--- config.mk ---
export PLATFORM = sky130hd
export DESIGN_NAME = ctrl_seq
export DESIGN_NICKNAME = d
export VERILOG_FILES = /design/src/rtl/ctrl_seq.sv
export SDC_FILE = /design/constraint.sdc
export NUM_CORES = 1
export LEC_CHECK = 0
export CAP_MARGIN = 5
export CORE_MARGIN = 4
export CORE_UTILIZATION = 48
export DETAILED_ROUTE_END_ITERATION = 16
export PLACE_DENSITY = 0.95
export RECOVER_POWER = 100
export SKIP_LAST_GASP = 1
export SLEW_MARGIN = 20
export SYNTH_ARGS = -nofsm -noshare
export SYNTH_HDL_FRONTEND = slang
export SYNTH_SLANG_ARGS = --single-unit
--- constraint.sdc ---
create_clock -name Clk -period 3 [get_ports Clk]
set_clock_uncertainty 0.15 [all_clocks]
set_input_delay 0.6 -clock Clk [delete_from_list [all_inputs] [get_ports Clk]]
set_output_delay 0.6 -clock Clk [all_outputs]
set_load 0.05 [all_outputs]
--- src/rtl/ctrl_seq.sv ---
// ctrl_seq: sequencing control unit for the 9-bit core.
// Decodes the instruction word from instr ROM and drives the reg_file
// addresses/enable, ALU op, data_memory write enable, write-source mux and
// the PC controls. Owns an IDLE/RUN/LOAD_WAIT/DONE state machine, a
// registered equal flag for conditional jumps and a multi-cycle load stall.
//
// Ports:
//   Clk, Reset          clock, asynchronous active-high reset
//   Start               one-cycle pulse that begins a program
//   Instruction[8:0]    machine code from instr ROM
//   Zero                ALU zero flag for the current cycle
//   Stall               PC hold
//   Done                program finished (registered)
//   RegWrEn, MemWrEn    reg_file / data_memory write enables
//   ReadRegAddrA/B      reg_file read addresses
//   WriteRegAddr        reg_file write address
//   ALUOp               ALU operation code
//   WriteSource         00 ALU, 01 data_mem, 10 lLUT, 11 mLUT
//   JumpTaken           PC loads the jump target
//   JumpTarget          index into the jump LUT
module ctrl_seq #(
  parameter int unsigned MEM_LAT   = 1,
  parameter logic [2:0]  SHAMT_REG = 3'b100,
  parameter int unsigned TGT_W     = 4
) (
  input  logic             Clk,
  input  logic             Reset,
  input  logic             Start,
  input  logic [8:0]       Instruction,
  input  logic             Zero,
  output logic             Stall,
  output logic             Done,
  output logic             RegWrEn,
  output logic             MemWrEn,
  output logic [2:0]       ReadRegAddrA,
  output logic [2:0]       ReadRegAddrB,
  output logic [2:0]       WriteRegAddr,
  output logic [2:0]       ALUOp,
  output logic [1:0]       WriteSource,
  output logic             JumpTaken,
  output logic [TGT_W-1:0] JumpTarget
);

  // ALU operation codes shared with the datapath
  localparam logic [2:0] kLSH = 3'd1;
  localparam logic [2:0] kRSH = 3'd2;
  localparam logic [2:0] kXOR = 3'd3;
  localparam logic [2:0] kRXR = 3'd4;
  localparam logic [2:0] kORR = 3'd5;

  // A zero-latency memory lets LDR retire in its own cycle
  localparam logic       LOAD_1CYC = (MEM_LAT == 0);
  localparam logic [2:0] CNT_INIT  = LOAD_1CYC ? 3'd0 : 3'(MEM_LAT - 1);

  typedef enum logic [1:0] {
    S_IDLE      = 2'd0,
    S_RUN       = 2'd1,
    S_LOAD_WAIT = 2'd2,
    S_DONE      = 2'd3
  } state_t;

  state_t     state_r;
  logic       eq_flag_r;
  logic       done_r;
  logic [2:0] cnt_r;

  logic       ldr_issue_s;
  logic       cmp_s;
  logic       ack_s;

  assign Done = done_r;

  // Instruction decode and per-state output selection
  always_comb begin
    Stall        = 1'b1;
    RegWrEn      = 1'b0;
    MemWrEn      = 1'b0;
    ReadRegAddrA = 3'd0;
    ReadRegAddrB = 3'd0;
    WriteRegAddr = 3'd0;
    ALUOp        = 3'd0;
    WriteSource  = 2'b00;
    JumpTaken    = 1'b0;
    JumpTarget   = '0;
    ldr_issue_s  = 1'b0;
    cmp_s        = 1'b0;
    ack_s        = 1'b0;
    case (state_r)
      S_RUN: begin
        Stall = 1'b0;
        casez (Instruction)
          9'b000??????: begin
            WriteRegAddr = Instruction[5:3];
            ReadRegAddrA = SHAMT_REG;
            ReadRegAddrB = Instruction[2:0];
            ALUOp        = kLSH;
            RegWrEn      = 1'b1;
          end
          9'b001??????: begin
            WriteRegAddr = Instruction[5:3];
            ReadRegAddrA = SHAMT_REG;
            ReadRegAddrB = Instruction[2:0];
            ALUOp        = kRSH;
            RegWrEn      = 1'b1;
          end
          9'b0110?????: begin
            WriteRegAddr = Instruction[4:2];
            ReadRegAddrA = Instruction[4:2];
            ReadRegAddrB = SHAMT_REG;
            ALUOp        = kXOR;
            RegWrEn      = 1'b1;
          end
          9'b0111?????: begin
            WriteRegAddr = Instruction[4:2];
            ReadRegAddrA = Instruction[4:2];
            ALUOp        = kRXR;
            RegWrEn      = 1'b1;
          end
          9'b1101?????: begin
            WriteRegAddr = Instruction[4:2];
            ReadRegAddrA = Instruction[4:2];
            ReadRegAddrB = {1'b1, Instruction[1:0]};
            ALUOp        = kORR;
            RegWrEn      = 1'b1;
          end
          9'b1100?????: begin
            WriteRegAddr = Instruction[4:2];
            WriteSource  = {1'b1, Instruction[0]};
            RegWrEn      = 1'b1;
          end
          9'b100??????: begin
            WriteRegAddr = Instruction[5:3];
            ReadRegAddrB = Instruction[2:0];
            WriteSource  = 2'b01;
            if (LOAD_1CYC) begin
              RegWrEn = 1'b1;
            end else begin
              // Issue cycle: hold the PC while memory produces the data
              Stall       = 1'b1;
              ldr_issue_s = 1'b1;
            end
          end
          9'b101??????: begin
            ReadRegAddrA = Instruction[5:3];
            ReadRegAddrB = Instruction[2:0];
            MemWrEn      = 1'b1;
          end
          9'b1110?????: begin
            ReadRegAddrA = Instruction[4:2];
            ReadRegAddrB = {1'b1, Instruction[1:0]};
            ALUOp        = kXOR;
            cmp_s        = 1'b1;
          end
          9'b11110????: begin
            JumpTarget = TGT_W'(Instruction[3:0]);
            JumpTaken  = eq_flag_r;
          end
          // ACK shares the JNE prefix, so it must be matched first
          9'b111111111: begin
            ack_s = 1'b1;
          end
          9'b11111????: begin
            JumpTarget = TGT_W'(Instruction[3:0]);
            JumpTaken  = ~eq_flag_r;
          end
          default: begin
            Stall = 1'b0;
          end
        endcase
      end
      S_LOAD_WAIT: begin
        // PC is held, so Instruction still carries the LDR being serviced
        WriteRegAddr = Instruction[5:3];
        ReadRegAddrB = Instruction[2:0];
        WriteSource  = 2'b01;
        if (cnt_r == 3'd0) begin
          RegWrEn = 1'b1;
          Stall   = 1'b0;
        end else begin
          Stall = 1'b1;
        end
      end
      default: begin
        Stall = 1'b1;
      end
    endcase
  end

  // Sequencing state, equal flag, done flag and load-latency counter
  always_ff @(posedge Clk or posedge Reset) begin
    if (Reset) begin
      state_r   <= S_IDLE;
      eq_flag_r <= 1'b0;
      done_r    <= 1'b0;
      cnt_r     <= 3'd0;
    end else begin
      case (state_r)
        S_IDLE: begin
          if (Start) begin
            state_r <= S_RUN;
          end
        end
        S_RUN: begin
          if (cmp_s) begin
            eq_flag_r <= Zero;
          end
          if (ack_s) begin
            state_r <= S_DONE;
            done_r  <= 1'b1;
          end else if (ldr_issue_s) begin
            state_r <= S_LOAD_WAIT;
            cnt_r   <= CNT_INIT;
          end
        end
        S_LOAD_WAIT: begin
          if (cnt_r == 3'd0) begin
            state_r <= S_RUN;
          end else begin
            cnt_r <= cnt_r - 3'd1;
          end
        end
        S_DONE: begin
          if (Start) begin
            state_r   <= S_RUN;
            done_r    <= 1'b0;
            eq_flag_r <= 1'b0;
          end
        end
        default: begin
          state_r <= S_IDLE;
        end
      endcase
    end
  end

endmodule
==> results of run 1 <==
[what timing repair did]
item,4_1_cts,5_1_grt
hold buffers,0,0
resized for setup,0,3
endpoints found under the setup margin,0,13
[logic make-up after synthesis]
logic type | after synthesis | share of synthesized area (%)
multiplexers | 2 | 2.01
adder cells (fa/ha/maj) | 5 | 6.29
AO/OA/AOI/OAI | 40 | 28.4
XOR/XNOR | 2 | 1.76
AND/OR/NAND/NOR | 61 | 33.1
flip-flops | 7 | 17.6
buffers and inverters | 23 | 10.8
[final cells by class]
cell class | count | area [µm²] | share of cell area, %
clock buffer | 4 | 26.3 | 1.73
inverter | 12 | 45.0 | 2.97
multi-input combinational | 110 | 713 | 47.1
sequential | 7 | 175 | 11.6
tap | 27 | 33.8 | 2.23
timing repair buffer | 48 | 522 | 34.4
[worst min-delay path by stage]
| stage | start | endpoint | slack [ps] | depth (start not counted) |
|---|---|---|---|---|
| global route | cnt_r[2] | cnt_r[2] | 430 | 2 |
| CTS | cnt_r[1] | cnt_r[1] | 390 | 2 |
| floorplan | Reset | Done | 250 | 1 |
| detailed placement | cnt_r[1] | cnt_r[1] | 380 | 2 |
| global placement | cnt_r[2] | cnt_r[2] | 340 | 2 |
| finish | Done | Done | 390 | 2 |
[stage by stage]
| step | cells | total power, mW |
|---|---|---|
| 2_1_floorplan | 140 | 0.890 |
| 4_1_cts | 208 | 1.57 |
| 3_5_place_dp | 204 | 1.48 |
| 5_1_grt | 208 | 1.41 |
| 6_report | 208 | 1.33 |
| 3_3_place_gp | 204 | 1.43 |
[power by group]
part	total [mW]	leakage, nW	internal (mW)	switching (mW)
sequential	0.141	0.0872	0.117	0.0243
clock	0.0881	0.0150	0.0509	0.0372
combinational	1.10	0.588	0.360	0.741
[worst min-delay path: stages (launching register included)]
cell	delay, ps
dfrtp_1	360
nand2_1	70
o311ai_2	70
[layer usage]
layer,wire (µm),global-route usage [%]
met1,1230,28.4
met2,1890,52.2
met3,262,2.82
met4,103,17.0
met5,0,0
[flip-flops by register name, summed over array words and instances, names as in the netlist]
name and count:
cnt_r 3, eq_flag_r 1, Done 1, state_r 2
[cells in the final DEF, fill, tap and decap left out, types with 6 or more instances in the layout]
cell type	instances
buf_4	11
clkbuf_2	8
inv_1	12
a21oi_1	7
nand2b_1	6
buf_12	12
clkdlybuf4s50_1	8
nand2_1	12
nor2_1	16
o21ai_0	8
dfrtp_1	7
==> qor.yml, run 1 <==
placement:
  place_ws_ps: 9.55
  gp_congestion: 0.925
  io_buffers: 35
  placed_area_um2: 1660
  dpl.hpwl_mm: 2.81
cts:
  clk_pin_slew_worst_paths_ps: 60
  cts-root-buf: "clkbuf_4"
  cts_tree: "done"
  htree_levels: 1
  post_cts_buffers: 0
  cts_max_path_buffers: 2
  numCtsBuffers: 3
  clock_sinks: 7
  insertion_delay_ps: 250
flow_run:
  max-cap-violations: 0
global_routing:
  grt_pass1_wl_mm: 5.86
  grt_overflow_total: 0
  grt_usage_pct: 27.6
  grt_max_degree: 20
  grt_pass1_vias: 1388
  antenna_found_initial: 0
die:
  initial_core_util_pct: 50.7
  die_y_um: 53.5
  die_w_um: 53.5
  io_pins: 36
  rows: 16
  die_area_um2: 2860
  core_area_um2: 1960
worst_setup_path:
  path_class: "primary input to primary output"
  end_kind: "primary output"
  critPathMaxFanout: 15
  path_cells: "clkdlybuf4s50_1 > buf_12 > nand2b_1 > nand2_1 > a211oi_1 > nor3_1 > clkdlybuf4s15_2"
  reg2reg_depth: 6
  startpoint_type: "primary input"
  worst-path-stages: 7
  required_ps: 2250
  cp_num_buf_inv: 3
  worstSetupEndpoint: "ReadRegAddrB[0]"
  crit_path_start: "Instruction[6]"
  r2r_end: "state_r[1]"
  reg2reg_from: "state_r[0]"
  worst_ep_arrival_time_ps: 2240
  critPathTopFamily: "buffers and inverters"
  reg2reg_slack_ps: 1050
  critPathSlowestCell: "clkdlybuf4s50_1"
  max_stage_delay_ps: 470
layout:
  layout.nets: 200
  fillers: 133
  layout-drive-gt1-share_pct: 22.7
  final_core_util_pct: 77.2
  finish.instance_area_um2: 1520
  n_antenna_cell: 0
  area_growth_pct: 52.3
pwr:
  p_per_area_nw_per_um2: 878
  vdd_ir_drop_max_v: 0.000537
  leakagePower_nw: 0.690
logic_synthesis:
  synthMostInstantiatedCell: "nor2_1"
  yosys-top-cells-area: "dfrtp_1 18%, ha_1 6.3%, nor2_1 6.0%"
  yosysSeqAreaShare_pct: 17.6
  synth.distinct_cells: 42
  netlist_instances: 140
  synth_area_per_cell_um2: 7.11
  synth_common_cells: "16 x nor2_1, 12 x inv_1, 12 x nand2_1"
  ys_ff_latch: 7
  synthArstFlopShare_pct: 100
  synth_edf_count: 0
  synth_nets: 158
  ys.flop_type: "dfrtp_1"
  synthesis.area_um2: 995
  yosys.area.top_type: "dfrtp_1"
  synth_top_area_share_pct: 17.6
  synth.yosys.warnings: 0
routing:
  dr.pass1.iters: 6
  drt_iter0_markers: 42
  num_vias: 1276
  drt-total-wl_mm: 3.49
  drtAntennaViolNets: 0
  drc: 0
  avgRoutedWirePerCell_um: 16.8
  vias_per_cell: 6.13
timing:
  setup_viol: 0
  worst_slack_ps: 10.1
  tns_ps: 0
  fin_hold_ws_ps: 388
  max_freq_mhz: 334
  hold_viol: 0
  post-route-min-period_ps: 2990
  report.final.slew_viol_count: 0
  worst_pin_slew_ps: 600
  relSlewSlack_pct: 60.1
  period_share_pct: 99.7
run_status:
  status: "finished, final reports clean"
worst_hold_path:
  min_path_type: "flop to flop"
No activity file was read; power rests on OpenSTA's default activity.
==> inputs of run 2 (changes only) <==
SKIP_LAST_GASP = default   (was 1)
==> results of run 2 <==
The final DEF is identical to that of run 1; final timing and power are the same.
==> RTL edit 1: new RTL, settings of run 1 <==
Make the reset (`Reset`) synchronous in one clocked block. Comments in the files are not updated.
--- a/src/rtl/ctrl_seq.sv
+++ b/src/rtl/ctrl_seq.sv
@@ -188,5 +188,5 @@
 
   // Sequencing state, equal flag, done flag and load-latency counter
-  always_ff @(posedge Clk or posedge Reset) begin
+  always_ff @(posedge Clk) begin
     if (Reset) begin
       state_r   <= S_IDLE;
Behaviour: differs if Reset is asserted again (counterexample within 4 cycles, from zero or initial values and one cycle with Reset high); with Reset held inactive, the same outputs for 10 cycles.
==> RTL edit 1 against run 1 <==
  * The flow now finishes with violations (negative setup slack)
  * Core utilization increased by 15 points
  * Non-clock buffer count decreased by 4
  * Largest power group unchanged
  * Die area decreased by 3.0%
  * Critical path type unchanged
  * Highest routed layer unchanged
  * Power decreased by 18%
  * Critical path depth unchanged
  * Setup slack got worse by 0.025 ns
  * Final area increased by 9.7%
  * Register-to-register slack got worse by 0.02 ns
  * Sequential power decreased by 9%
  * Sequential share of layout area decreased by 3.1 points
  * Hold slack got worse by 0.056 ns
  * Synthesized area decreased by 3.5%
  * Sequential cell count unchanged
  * Wire length increased by 25%
==> RTL edit 1: results (changes against run 1) <==
worst slack, placed=-0.0279 ns (-0.0375 ns); worst setup margin=-0.0149 ns (-0.0250 ns); iteration-0 DRC count of the detailed router=75 (+79%); GRT met3 Usage=0.0513 (+0.0231); Global Route met1 Usage=0.301 (+0.0166); Setup violations, final=2 (+2); DR WL met3=405 um (+55%); failing checks=negative setup slack; maximum vdd drop=0.790 mV (+47%); Async S/R FF share, synth=0 (-1.00); synth top area cells=dfxtp_1 15%, a21oi_1 7.8%, ha_1 6.5%; GPL Wtd Cong=0.852 (-7.9%); Post-DP HPWL=2910 um (+3.3%); Leakage=0.645 nW (-6.4%); outcome=complete, but fails checks; Worst Path Max Fanout=19 (+4); Seq/Total Area, Yosys=0.146 (-0.0301); Critical Path End=ReadRegAddrB[2]; Filler Cells Inserted=69 (-48%); layout net count=198 (-1.0%); reg-to-reg endpoint=state_r[1]; initial antenna violation count=0 (unchanged); Reg2Reg Depth=5 (-1); Slew HR=0.627 (+0.0261); vias in the first global route=1,294 (-6.8%); R2R Setup Slk=1.03 ns (-0.02 ns); setup TNS=-0.0223 ns (-0.0223 ns); GRT Total Usage=0.302 (+0.0265); first-pass GRT wire length=6150 um (+4.9%); Synth Flop Type=dfxtp_1; share of cells above drive strength 1=0.279 (+0.0528); Post-synth top cells=15 x a21oi_1, 15 x nand2_1, 10 x inv_1, 10 x nor2_1; detailed-route wire length=4370 um (+25%); Pre-Repair DR Iteration Count=5 (-1); Worst-path clk slew=0.06 ns (about the same); M1 WL=1530 um (+25%); Worst R2R Start=state_r[0]; M2 GR Usage=0.560 (+0.0375); Syn Nets=160 (+1.3%)
RTL edit 1: cell types whose count changed in the layout (fill, tap and decap cells not counted), moves of 4 or more:
cell      change
nor2_1        -7
dfxtp_1       +7
buf_12       +11
clkbuf_2      -8
a21oi_2       +4
dfrtp_1       -7
RTL edit 1: cell type report:
cell class	count	area [um^2]	share of cell area
multi-input combinational	114	777	0.467
tap	25	31.3	0.0188
timing repair buffer	44	651	0.391
clock buffer	4	26.3	0.0158
sequential	7	140	0.0843
inverter	10	37.5	0.0226
RTL edit 1: stage by stage:
step	std cells	area [um^2]
after floorplan	142	971
after global placement	200	1600
after detailed placement	200	1600
after CTS	204	1640
after global routing	204	1660
final	204	1660
RTL edit 1: how the worst min path moves through the flow:
stage / from / end / slack (ns) / cells after the start
floorplan: cnt_r[0] / cnt_r[0] / 0.29 / 2
global placement: cnt_r[0] / cnt_r[0] / 0.31 / 2
detailed placement: Done / Done / 0.32 / 2
CTS: Done / Done / 0.33 / 2
global route: Done / Done / 0.35 / 2
finish: Done / Done / 0.33 / 2
RTL edit 1: where the power goes:
part           internal, mW  total, mW  switching, mW  leakage [nW]
Combinational         0.344      0.866          0.522         0.573
Clock                0.0512     0.0926         0.0414        0.0150
Sequential            0.111      0.128         0.0170        0.0569
RTL edit 1: cells by family (layout without fill, tap and decap cells):
group	count (synthesis)	in the layout	synth area share
flops	7	7	0.146
mux	2	2	0.0235
compound gates	40	40	0.287
xor+xnor	2	2	0.0183
simple gates	65	65	0.368
buf+inv	21	58	0.0926
fa+ha+maj	5	5	0.0652
RTL edit 1: repair_timing:
action	in CTS	in global routing
setup endpoints to repair	7	11
gates resized for setup	3	7
pin swaps	0	1
hold buffers	0	0
==> RTL edit 2: new RTL, flow settings as in run 1 <==
Without the edit above. Change the parameter `TGT_W` from 4 to 6.
--- a/src/rtl/ctrl_seq.sv
+++ b/src/rtl/ctrl_seq.sv
@@ -22,5 +22,5 @@
   parameter int unsigned MEM_LAT   = 1,
   parameter logic [2:0]  SHAMT_REG = 3'b100,
-  parameter int unsigned TGT_W     = 4
+  parameter int unsigned TGT_W     = 6
 ) (
   input  logic             Clk,
Ports: changed (resized JumpTarget); port bits go from 36 to 38. The function was not compared with the original's and may differ.
==> RTL edit 2 against run 1 <==
  * Final area fell by 2.7%
  * Power fell by 2.0%
  * Count of clock-buffer cells in the layout unchanged
  * Global-route usage is 3.7 points lower
  * Synthesized area up 1.9%
  * Via count shrank 2.2%
  * Cell count rose by 0.48%
  * Setup slack better by 0.068 ns
  * Sequential cell count is the same
  * Fmax up 2.3%
  * Wire length decreased by 2.1%
  * Critical path type unchanged
  * Largest cell class unchanged
  * Largest power group unchanged
==> RTL edit 2: results (changes against run 1) <==
post-DR vias/cell=5.97 (-2.7%); first-pass GRT wire length=5180 um (-12%); synth top area cells=dfrtp_1 17%, ha_1 6.2%, nor2_1 5.9%; Synth cell types=44 (+4.8%); GPL Wtd Cong=1.01 (+8.7%); GRT Total Usage=0.239 (-0.0367); worst slack, placed=0.0383 ns (+0.0287 ns); vias in the first global route=1,244 (-10%); Leakage=0.689 nW (about the same); layout net count=201 (+0.50%); hold endpoint=cnt_r[1]; share of cells above drive strength 1=0.203 (-0.0232); Seq/Total Area, Yosys=0.173 (-0.00326); Post-DP HPWL=2680 um (-4.9%); detailed-route wire length=3410 um (-2.1%); iteration-0 DRC count of the detailed router=50 (+19%); Post-Synth XOR/XNOR Area=0.0173 (-0.000326); area share of fa/ha/maj cells after synthesis=0.0617 (-0.00116); Worst Path Max Fanout=6 (-9); Post-Place Cell Area=1650 um^2 (-0.75%); fin crit share=0.974 (-0.0226); Mapped Cells=143 (+2.1%); Pre-Repair DR Iteration Count=4 (-2); Synth Area in Compound Gates=0.279 (-0.00526); Hold Slack=0.385 ns (-0.00278 ns); outcome=completed; total number of vias=1,248 (-2.2%); R2R Setup Slk=1.08 ns (+0.03 ns); maximum vdd drop=0.577 mV (+7.5%)
==> RTL edit 2: changes by cell type in the layout (fill, tap and decap cells not counted), sizes merged <==
cell           change
buf                -3
clkbuf             +3
clkdlybuf4s15      -1
conb               +2
dlygate4sd3        -1
dlymetal6s2s       +1
==> RTL edit 2: worst max-delay path, cell delays in order <==
cell             delay, ns
clkdlybuf4s50_1       0.63
inv_1                 0.13
o2111ai_1             0.31
nor2_1                0.11
and2_0                0.21
buf_12                0.16
==> RTL edit 2: logic make-up (layout without fill, tap and decap cells) <==
logic type,after synthesis,after routing
mux,2,2
compound gates,40,40
buf+inv,25,63
flops,7,7
fa+ha+maj,5,5
other cells,1,2
xor+xnor,2,2
simple gates,61,61
==> RTL edit 2: power breakdown <==
part | switching (mW) | internal, mW | total [mW]
Clock | 0.0359 | 0.0508 | 0.0868
Sequential | 0.0239 | 0.117 | 0.141
Combinational | 0.732 | 0.344 | 1.08
Total | 0.792 | 0.511 | 1.30
==> RTL edit 2: final cells by class <==
| type | instances | area (um^2) |
|---|---|---|
| Clock buffer | 4 | 26.3 |
| Fill cell | 134 | 508 |
| Inverter | 12 | 45.0 |
| Multi-Input combinational cell | 112 | 713 |
| Sequential cell | 7 | 175 |
| Tap cell | 27 | 33.8 |
| Timing Repair Buffer | 47 | 480 |
==> RTL edit 2: per-layer routing <==
| metal | track usage | vias up | share of wire |
|---|---|---|---|
| met5 | 0 | - | 0 |
| met4 | 0.136 | 0 | 0.018 |
| met3 | 0.0249 | 10 | 0.063 |
| met2 | 0.442 | 71 | 0.53 |
| met1 | 0.260 | 588 | 0.39 |
| li1 | - | 579 | - |
==> RTL edit 2: worst max path at each step <==
| stage | from | endpoint | slack [ns] |
|---|---|---|---|
| final | Instruction[4] | JumpTarget[2] | 0.08 |
| after global routing | state_r[0] | ReadRegAddrB[1] | 0.04 |
| after CTS | Instruction[6] | WriteRegAddr[1] | 0.03 |
| after detailed placement | Instruction[6] | WriteRegAddr[1] | 0.04 |
| after global placement | Instruction[7] | WriteRegAddr[1] | 0.10 |
| after floorplan | state_r[0] | ReadRegAddrB[1] | 0.002 |
